==> src/rtl/inst_fetch_unit.sv <==
// IF-stage fetch unit: owns the PC, issues one instruction-bus read at a time and
// hands instructions to IF/ID, honouring delay-slot branches, exception flushes and misaligned fetches.
module inst_fetch_unit #(
  parameter logic [31:0] RESET_PC     = 32'hBFC0_0000,
  parameter int          EXC_ADEL_BIT = 0
) (
  input  logic        clk,
  input  logic        rst,
  input  logic        stall,
  input  logic        exception,
  input  logic [31:0] exception_pc,
  input  logic        branch_flag,
  input  logic [31:0] branch_target,
  output logic        inst_req,
  output logic        inst_wr,
  output logic [1:0]  inst_size,
  output logic [31:0] inst_addr,
  input  logic        inst_addr_ok,
  input  logic        inst_data_ok,
  input  logic [31:0] inst_rdata,
  output logic [31:0] if_pc,
  output logic [31:0] if_instr,
  output logic [5:0]  if_exception_type,
  output logic        inst_stall
);

  localparam logic [5:0] ADEL_MASK = 6'b000001 << EXC_ADEL_BIT;

  typedef enum logic [1:0] {
    ST_REQ,
    ST_WAIT,
    ST_HOLD,
    ST_ERR
  } state_t;

  state_t      r_state;
  state_t      w_nextState;

  logic [31:0] r_pc;
  logic        r_pendValid;
  logic [31:0] r_pendTarget;
  logic        r_discard;
  logic [31:0] r_holdInstr;
  // A flushed request that was never accepted keeps driving its old address until addr_ok.
  logic        r_flushReq;
  logic [31:0] r_flushAddr;

  logic        w_pcMisaligned;
  logic        w_accept;
  logic        w_dataFromBus;
  logic        w_busData;
  logic        w_present;
  logic        w_deliver;
  logic        w_branchTake;
  logic        w_staleOutstanding;
  logic        w_staleUnaccepted;
  logic [31:0] w_advancePc;

  assign w_pcMisaligned = (r_pc[1:0] != 2'b00);
  assign w_accept       = inst_req && inst_addr_ok;
  assign w_dataFromBus  = ((r_state == ST_REQ) && w_accept && inst_data_ok) ||
                          ((r_state == ST_WAIT) && inst_data_ok);
  assign w_busData      = w_dataFromBus && !r_discard;
  assign w_present      = !rst && !exception &&
                          ((r_state == ST_HOLD) || (r_state == ST_ERR) || w_busData);
  assign w_deliver      = w_present && !stall;
  assign w_branchTake   = !rst && !exception && branch_flag && !stall;

  assign w_staleOutstanding = ((r_state == ST_WAIT) && !inst_data_ok) ||
                              ((r_state == ST_REQ) && w_accept && !inst_data_ok);
  assign w_staleUnaccepted  = (r_state == ST_REQ) && inst_req && !inst_addr_ok;

  // A branch seen in the same cycle as a delivery means the delivered word was the delay slot.
  assign w_advancePc = w_branchTake ? branch_target :
                       r_pendValid  ? r_pendTarget  :
                       r_pc + 32'd4;

  always_ff @(posedge clk) begin
    if (rst) begin
      r_state <= ST_REQ;
    end else begin
      r_state <= w_nextState;
    end
  end

  always_comb begin
    w_nextState = r_state;
    if (exception) begin
      unique case (r_state)
        ST_REQ: begin
          if (w_accept && !inst_data_ok) begin
            w_nextState = ST_WAIT;
          end else begin
            w_nextState = ST_REQ;
          end
        end
        ST_WAIT: begin
          if (inst_data_ok) begin
            w_nextState = ST_REQ;
          end
        end
        default: w_nextState = ST_REQ;
      endcase
    end else begin
      unique case (r_state)
        ST_REQ: begin
          if (!r_flushReq && w_pcMisaligned) begin
            w_nextState = ST_ERR;
          end else if (w_accept) begin
            if (!inst_data_ok) begin
              w_nextState = ST_WAIT;
            end else if (!r_discard && stall) begin
              w_nextState = ST_HOLD;
            end else begin
              w_nextState = ST_REQ;
            end
          end
        end
        ST_WAIT: begin
          if (inst_data_ok) begin
            if (!r_discard && stall) begin
              w_nextState = ST_HOLD;
            end else begin
              w_nextState = ST_REQ;
            end
          end
        end
        ST_HOLD: begin
          if (!stall) begin
            w_nextState = ST_REQ;
          end
        end
        ST_ERR: begin
          if (!stall) begin
            w_nextState = ST_REQ;
          end
        end
        default: w_nextState = ST_REQ;
      endcase
    end
  end

  always_comb begin
    inst_wr           = 1'b0;
    inst_size         = 2'b10;
    inst_req          = !rst && (r_state == ST_REQ) && (r_flushReq || !w_pcMisaligned);
    inst_addr         = r_flushReq ? r_flushAddr : r_pc;
    inst_stall        = !w_present;
    if_pc             = 32'd0;
    if_instr          = 32'd0;
    if_exception_type = 6'd0;
    if (w_present) begin
      if_pc = r_pc;
      unique case (r_state)
        ST_HOLD: if_instr = r_holdInstr;
        ST_ERR:  if_exception_type = ADEL_MASK;
        default: if_instr = inst_rdata;
      endcase
    end
  end

  always_ff @(posedge clk) begin
    if (rst) begin
      r_pc         <= RESET_PC;
      r_pendValid  <= 1'b0;
      r_pendTarget <= 32'd0;
      r_discard    <= 1'b0;
      r_holdInstr  <= 32'd0;
      r_flushReq   <= 1'b0;
      r_flushAddr  <= 32'd0;
    end else if (exception) begin
      r_pc        <= exception_pc;
      r_pendValid <= 1'b0;
      r_discard   <= w_staleOutstanding || w_staleUnaccepted;
      r_flushReq  <= w_staleUnaccepted;
      if (w_staleUnaccepted) begin
        r_flushAddr <= inst_addr;
      end
    end else begin
      if (w_deliver) begin
        r_pc        <= w_advancePc;
        r_pendValid <= 1'b0;
      end else if (w_branchTake) begin
        r_pendValid  <= 1'b1;
        r_pendTarget <= branch_target;
      end
      if (w_accept) begin
        r_flushReq <= 1'b0;
      end
      if (w_dataFromBus) begin
        r_discard <= 1'b0;
      end
      if (w_busData && stall) begin
        r_holdInstr <= inst_rdata;
      end
    end
  end

endmodule

==> config.mk <==
export PLATFORM = sky130hd
export DESIGN_NAME = inst_fetch_unit
export DESIGN_NICKNAME = d
export VERILOG_FILES = /design/src/rtl/inst_fetch_unit.sv
export SDC_FILE = /design/constraint.sdc
export NUM_CORES = 1
export LEC_CHECK = 0
export ABC_AREA = 1
export CAP_MARGIN = 30
export CORE_MARGIN = 1
export CORE_UTILIZATION = 49
export CTS_CLUSTER_SIZE = 28
export DETAILED_ROUTE_END_ITERATION = 7
export PLACE_DENSITY = 0.88
export SYNTH_ARGS = -nofsm -noshare
export SYNTH_HDL_FRONTEND = slang
export SYNTH_SLANG_ARGS = --single-unit
==> constraint.sdc <==
create_clock -name clk -period 3.8 [get_ports clk]
set_clock_uncertainty 0.2 [all_clocks]
set_input_delay 1.14 -clock clk [delete_from_list [all_inputs] [get_ports clk]]
set_output_delay 1.14 -clock clk [all_outputs]
set_load 0.03 [all_outputs]
==> results.ini <==
[outcome]
status = complete, no violations

[logic_synthesis]
ys_top_cells_by_area = dfxtp_1 34%, nand2_1 13%, nor2_1 10%
yosysTopAreaCell = dfxtp_1
synth_commonest_cells = 275 x nand2_1, 211 x nor2_1, 148 x o21ai_0, 133 x dfxtp_1, 123 x inv_1
synth_warnings = 0
syn-cell-area_sq_um = 7770
yosysUniqueCellTypes = 36
ys_seq_elements = 133
syn_inst = 1275
synthMostInstantiatedCell = nand2_1
synth_largest_type_area_fraction_pct = 34.3
yosysSeqAreaShare_pct = 34.3
synth_edf_count = 0
synth-async-reset-ratio_pct = 0
avgSynthCellArea_sq_um = 6.10
ys.flop_type = dfxtp_1

[clocking]
cts-htree-levels = 4
numCtsBuffers = 17
root_buffer = clkbuf_16
cts_tree = built
clock_latency_ns = 0.43
clock-sinks = 133
cts_buffer_depth = 2
path_clk_slew_ns = 0.06
hold_buffers = 0

[route]
vias_per_cell = 5.53
vias = 9281
drt-total-wl_um = 26900
drtIter0Drc = 990
antenna_left = 0
drc_errors = 0
avgRoutedWirePerCell_um = 16.0
first_pass_iters = 5

[critical_path]
crit_arrival_ns = 2.42
worst-endpoint-required_ns = 2.46
path_class = in2out
cp_common_cell = nand3_2
cp_max_fo = 20
startpoint_type = input pin
crit_slowest_cell = buf_16
worstPathCellList = buf_2 -> nor2_2 -> nand3_2 -> nand2_1 -> nand3_2 -> o21ai_4 -> inv_4 -> buf_16 -> a21oi_2 -> buf_4
cp_slowest_stage_delay_ns = 0.18
crit_path_end_kind = primary output

[global_route]
grt_max_degree = 85
grt_usage_pct = 33.3
grt_pass1_wl_um = 42500
grt-ovfl-total = 0
antenna_found_initial = 0
grt_pass1_vias = 8187

[power_and_ir_drop]
power_density_nw_per_um2 = 412
total_power_mw = 4.38
power_leakage_nw = 4.62
peakVddDrop_mv = 0.333

[place]
portBuffers = 201
gp_congestion = 0.978
place_hpwl_um = 19300
placed_area_sq_um = 9870
place_ws_ns = -0.264

[timing]
slew_headroom_pct = 47.4
slew_viol_final = 0
fin_crit_ns = 3.76
finalWorstSetupSlack_ns = 0.0439
holdWs_ns = 0.245
fmax_ghz = 0.266
rsz0062_at_grt = yes
setup_tns_ns = 0
fin_crit_sh_pct = 98.8
setup-violations-final = 0
tightest_slew_ns = 0.789
final_hold_viol_count = 0

[final_layout]
layout-drive-gt1-share_pct = 13.7
area_growth_pct = 36.9
diodes = 0
finish.instance_area_sq_um = 10600
fin_nets = 1557

[run]
maxCapViolations = 0

[floorplan]
io_pins = 210
row_count = 45
die_area_sq_um = 16400
start_util_pct = 50.7
dieWidth_um = 128
core_sq_um = 15300
die_y_um = 128

[worst_hold_path]
hold_class = reg2reg

## report_power, final
group | switching, mW | total [mW] | internal [mW]
Combinational | 0.623 | 0.996 | 0.374
Clock | 0.669 | 1.84 | 1.17
Sequential | 0.0718 | 1.55 | 1.48
## path summary, 6_finish.rpt
path / from / endpoint / slack (ns) / depth (start not counted)
worst min-delay path: r_holdInstr[24] / r_holdInstr[24] / 0.25 / 2
worst max-delay path: rst / if_instr[31] / 0.04 / 10
worst max register to register: r_state[1] / r_pc[30] / 1.06 / 13
worst min register to register: r_holdInstr[24] / r_holdInstr[24] / 0.25 / 2
## per-layer routing
layer | part of all wire (%) | GRT usage, %
met1 | 41 | 42.2
met2 | 48 | 55.7
met3 | 8.5 | 6.80
met4 | 3.1 | 12.5
met5 | 0 | 0
## sequential cells by signal (all words and copies together) (netlist names)
name	count
r_pc	32
r_discard	1
r_pendValid	1
r_state	2
r_pendTarget	32
r_flushReq	1
r_holdInstr	32
r_flushAddr	32
## final cells by class
type	count	area, sq um
clock buffer	17	425
clock inverter	15	226
fill	1343	4680
inverter	127	484
multi-input combinational	934	4340
sequential	133	2670
tap	211	264
timing repair buffer	240	2240
## cell families after synthesis
| group | share of synthesized area [%] |
|---|---|
| fa+ha+maj | 0.161 |
| compound gates | 20.4 |
| other cells | 0.0966 |
| xor+xnor | 0.225 |
| flops | 34.3 |
| simple gates | 32.9 |
| buf+inv | 11.9 |
## metrics by stage
| step | util [%] | std cells |
|---|---|---|
| after floorplan | - | 1281 |
| after global placement | 64.4 | 1643 |
| after detailed placement | 64.4 | 1643 |
| after CTS | 69.3 | 1677 |
| after global routing | 69.5 | 1677 |
| final | 69.5 | 1677 |
## what timing repair did
| item | 4_1_cts | 5_1_grt |
|---|---|---|
| cloned | 2 | 0 |
| pin swaps | 3 | 1 |
| resized for setup | 17 | 6 |
| buffers inserted | 0 | 0 |
| setup endpoints to repair | 65 | 64 |
## layout by cell type (no fill, tap or decap), drive strengths merged
master	netlist	final
a211oi	2	2
a21oi	119	119
a221oi	1	1
a22o	3	3
a31oi	3	3
buf	38	107
bufinv	0	5
clkbuf	49	17
clkdlybuf4s15	0	1
clkdlybuf4s50	0	130
clkinv	0	5
clkinvlp	0	3
conb	2	8
dfxtp	133	133
dlygate4sd2	0	2
ha	1	1
inv	127	129
nand2	279	279
nand3	108	108
nand3b	1	1
nand4	6	6
nor2	214	214
nor3	6	6
o211ai	12	12
o21ai	157	157
o21bai	1	1
o221ai	3	3
o31ai	1	1
or2	7	7
xor2	2	2
## critical path: cells and delay by family
kind | cells | cell delay (ns)
buffers and inverters | 4 | 0.58
AND/OR/NAND/NOR | 4 | 0.38
AO/OA/AOI/OAI | 2 | 0.29
Note: power is estimated with default switching activity, not from simulation.
